<file path="config.mk">
export PLATFORM = sky130hd
export DESIGN_NAME = alu_arbiter
export DESIGN_NICKNAME = d
export VERILOG_FILES = /design/src/rtl/alu_arbiter.sv
export SDC_FILE = /design/constraint.sdc
export NUM_CORES = 1
export LEC_CHECK = 0
export BUFFER_PORTS_ARGS = -buffer_cell sky130_fd_sc_hd__clkbuf_2
export CAP_MARGIN = 20
export CORE_ASPECT_RATIO = 1.25
export CORE_MARGIN = 3
export CORE_UTILIZATION = 30
export CTS_BUF_LIST = sky130_fd_sc_hd__clkbuf_2 sky130_fd_sc_hd__clkbuf_4 sky130_fd_sc_hd__clkbuf_8
export DETAILED_ROUTE_END_ITERATION = 6
export HOLD_SLACK_MARGIN = 0.03
export PLACE_DENSITY = 0.68
export SLEW_MARGIN = 20
export SYNTH_ARGS = -nofsm -noshare
export SYNTH_HDL_FRONTEND = slang
export SYNTH_SLANG_ARGS = --single-unit
</file>
<file path="constraint.sdc">
create_clock -name clk_i -period 1.36 [get_ports clk_i]
set_input_delay 0.204 -clock clk_i [delete_from_list [all_inputs] [get_ports clk_i]]
set_output_delay 0.204 -clock clk_i [all_outputs]
set_load 0.005 [all_outputs]
</file>
<file path="src/rtl/alu_arbiter.sv">
// Two-port arbiter sharing one calculator ALU: accept one op, issue it, route the result to its owner.
// Optional macro ALU_ARB_RR_EN selects round-robin tie-breaking; undefined gives fixed priority (port 0).

package calc_pkg;
  typedef logic [31:0] num_t;
  typedef enum logic [1:0] {OP_ADD, OP_SUB, OP_MUL, OP_DIV} op_t;
endpackage

module alu_arbiter (
  input  logic              clk_i,
  input  logic              rst_i,
  input  calc_pkg::num_t    req_left_i [2],
  input  calc_pkg::num_t    req_right_i [2],
  input  calc_pkg::op_t     req_op_i [2],
  input  logic [1:0]        req_in_valid_i,
  output logic [1:0]        req_in_ready_o,
  output calc_pkg::num_t    req_result_o,
  output logic [1:0]        req_out_valid_o,
  input  logic [1:0]        req_out_ready_i,
  output calc_pkg::num_t    alu_left_o,
  output calc_pkg::num_t    alu_right_o,
  output calc_pkg::op_t     alu_op_o,
  output logic              alu_in_valid_o,
  input  logic              alu_in_ready_i,
  input  calc_pkg::num_t    alu_result_i,
  input  logic              alu_out_valid_i,
  output logic              alu_out_ready_o,
  output logic              owner_o,
  output logic              busy_o
);
  import calc_pkg::*;

  typedef enum logic [1:0] {S_IDLE, S_ISSUE, S_COLLECT} state_t;

  state_t state_reg, state_next;
  num_t   left_reg, right_reg;
  op_t    op_reg;
  logic   owner_reg;
  logic   winner;
  logic   accept;

  // No grant is given while reset is held, so nothing is accepted into a cleared FSM.
  assign accept = (state_reg == S_IDLE) && (|req_in_valid_i) && !rst_i;

`ifdef ALU_ARB_RR_EN
  logic last_grant_reg;

  always_comb begin
    if (&req_in_valid_i) winner = ~last_grant_reg;
    else                 winner = req_in_valid_i[1] & ~req_in_valid_i[0];
  end

  always_ff @(posedge clk_i) begin
    if (rst_i)       last_grant_reg <= 1'b1;
    else if (accept) last_grant_reg <= winner;
  end
`else
  always_comb begin
    winner = req_in_valid_i[1] & ~req_in_valid_i[0];
  end
`endif

  always_ff @(posedge clk_i) begin
    if (rst_i) state_reg <= S_IDLE;
    else       state_reg <= state_next;
  end

  always_comb begin
    state_next = state_reg;
    case (state_reg)
      S_IDLE:    if (accept) state_next = S_ISSUE;
      S_ISSUE:   if (alu_in_ready_i) state_next = S_COLLECT;
      S_COLLECT: if (alu_out_valid_i && req_out_ready_i[owner_reg]) state_next = S_IDLE;
      default:   state_next = S_IDLE;
    endcase
  end

  always_comb begin
    req_in_ready_o  = 2'b00;
    req_out_valid_o = 2'b00;
    alu_in_valid_o  = 1'b0;
    alu_out_ready_o = 1'b0;
    case (state_reg)
      S_IDLE:    req_in_ready_o[winner] = accept;
      S_ISSUE:   alu_in_valid_o = 1'b1;
      S_COLLECT: begin
        alu_out_ready_o            = req_out_ready_i[owner_reg];
        req_out_valid_o[owner_reg] = alu_out_valid_i;
      end
      default: ;
    endcase
  end

  // Operands stay latched after completion so the ALU inputs only move on a new acceptance.
  always_ff @(posedge clk_i) begin
    if (rst_i) begin
      left_reg  <= '0;
      right_reg <= '0;
      op_reg    <= OP_ADD;
      owner_reg <= 1'b0;
    end else if (accept) begin
      left_reg  <= req_left_i[winner];
      right_reg <= req_right_i[winner];
      op_reg    <= req_op_i[winner];
      owner_reg <= winner;
    end
  end

  assign alu_left_o   = left_reg;
  assign alu_right_o  = right_reg;
  assign alu_op_o     = op_reg;
  assign req_result_o = alu_result_i;
  assign owner_o      = owner_reg;
  assign busy_o       = (state_reg != S_IDLE);

endmodule
</file>
==> out/qor.yml <==
path_max_fanout: 5
seq_area_frac_synth_pct: 38.8
clockRootBuffer: "clkbuf_8"
required_ns: 1.16
dp.final_hpwl_um: 8430
antenna_found_initial: 0
synthTopCellsByCount: "dfxtp_1 (69), o21ai_0 (49), a21oi_1 (47)"
multi_input_area_um2: 1960
critPathKind: "flop to output port"
wl_per_cell_um: 17.3
vias: 4001
p_sw_share_pct: 29.6
setup_viol_count_final: 73
violations: "negative setup slack"
drive_gt1_share_pct: 53.5
yosysTopAreaCell: "dfxtp_1"
max-clock-path-buffers: 2
setup_ws_ns: -0.342
yosysTopAreaCellShare_pct: 38.8
cts_tree: "built"
ios: 278
syn-num-nets: 597
ys.flop_type: "dfxtp_1"
period_minus_slack_ns: 1.70
min_path_type: "primary input to flop"
clock_sinks: 69
setup_tns_ns: -7.16
syn-cell-area_um2: 3560
pwr-share-comb_pct: 29.5
drv_cap: 0
post_dp_cell_area_um2: 4680
clock_skew_ns: 0.00739
rows: 43
internal_power_mw: 3.66
dieArea_um2: 13200
routabilityCongestion: 0.778
synth_warnings: 0
powerDensity_nw_per_um2: 922
avgSynthCellArea_um2: 8.38
drv_slew: 0
numCtsBuffers: 9
hold_buffers: 0
initial_core_util_pct: 31.4
die_h_um: 128
ant_nets: 0
status: "finished with violations"
path_clk_slew_ns: 0.07
htree_levels: 3
synth-seq-cells: 69
finish.instance_area_um2: 5640
worst_pin_slew_ns: 0.309
grt_overflow: 0
synthCells: 425
peakVddDrop_mv: 0.447
core_area_um2: 11400
grt_use_total_pct: 17.1
p_switching_mw: 1.54
hold_violations: 0
diodes: 0
p_leak_nw: 2.62
synth.distinct_cells: 30
grt_max_degree: 55
regArea_um2: 1390
power.total_mw: 5.20
timing.fmax_ghz: 0.588
synthMostInstantiatedCell: "dfxtp_1"
power_frac_clock_pct: 27.1
power_frac_seq_pct: 43.4
startpoint_type: "flop"
finalCritPeriodShare_pct: 125
whs_ns: 0.0712
nets: 811
drt_iter0_drc: 130
areaGrowthSynthToFinish_pct: 58.4
grt_pass1_wl_um: 17800
drc: 0
synth_edf_count: 0
grt_setup_unrepaired: "true"
n_fill_cell: 1096
synthArstFlopShare_pct: 0
grt_pass1_vias: 3773
drt-total-wl_um: 13900
endpoint_kind: "output port"
crit_arrival_ns: 1.50
clk_latency_ns: 0.34
portBuffers: 213
vias_per_cell: 5.00
firstDrtPassIters: 4
synthTopCellsByArea: "dfxtp_1 (39%), nand3b_1 (7.6%), a21o_1 (7.4%), buf_4 (7.0%), o21ai_0 (6.9%)"
relSlewSlack_pct: 78.9
final_core_util_pct: 49.7
chipWidth_um: 103
path summary, 6_finish.rpt:
path / start / end / cells after the start / slack (ns)
worst min-delay path: alu_in_ready_i / state_reg[0]$_SDFFE_PP0P_ / 2 / 0.07
worst min register to register: alu_left_o[6]$_SDFFE_PP0P_ / alu_left_o[6]$_SDFFE_PP0P_ / 2 / 0.47
worst max-delay path: state_reg[0]$_SDFFE_PP0P_ / req_in_ready_o[1] / 5 / -0.34
worst max register to register: state_reg[0]$_SDFFE_PP0P_ / alu_op_o[1]$_SDFFE_PP0P_ / 7 / -0.16
power groups by stage:
stage / sequential, mW / clock [mW] / combinational, mW
3_3_place_gp: 2.29 / 0 / 1.07
3_5_place_dp: 2.29 / 0 / 1.10
2_1_floorplan: 2.30 / 0 / 0.624
5_1_grt: 2.27 / 1.58 / 1.66
6_report: 2.26 / 1.41 / 1.53
4_1_cts: 2.25 / 1.49 / 1.15
per-layer routing:
layer	up-vias	track usage, %	part of all wire (%)
met2	196	30.4	52
met3	26	4.03	5.7
met1	1843	19.2	40
met5	-	0	0
met4	0	7.01	2.1
li1	1936	-	-
cells in the final DEF, fill, tap and decap left out, drive strengths merged, types with 5 or more instances in the layout:
cell / n
a21o: 35
a21oi: 48
a221o: 17
a22oi: 10
and3: 18
buf: 57
clkbuf: 229
clkinv: 5
dfxtp: 69
nand2: 40
nand3b: 36
nor2b: 5
o21ai: 50
through the flow:
stage                     std cells  setup slack, ns
after floorplan                 425          -0.0133
after CTS                       765           -0.379
after detailed placement        744           -0.150
after global placement          744           -0.162
final                           800           -0.342
after global routing            800           -0.433
kinds of logic after synthesis:
kind of cell,Yosys count,synth area share [%]
AND/OR/NAND/NOR,112,18.2
buffers and inverters,77,13.4
flip-flops,69,38.8
multiplexers,1,0.281
AO/OA/AOI/OAI,166,29.3
repair_timing:
| action | CTS | global route |
|---|---|---|
| endpoints found under the setup margin | 52 | 74 |
| pin swaps | 17 | 25 |
| setup buffers | 5 | 19 |
| cloned | 1 | 18 |
| resized for setup | 8 | 65 |
cell type report:
class	instances	area share (%)
multi-input cells	281	34.8
repair buffers	276	34.2
flip-flops and latches	69	24.6
well taps	157	3.48
clock buffers	10	2.33
clock inverters	5	0.510
inverters	2	0.133
critical path: stages (launching register included):
cell     delay [ns]
dfxtp_4        0.35
buf_6          0.13
nor4b_4        0.27
buf_4          0.16
nor2b_1        0.12
buf_2          0.12
(Power assumes the default switching activity.)
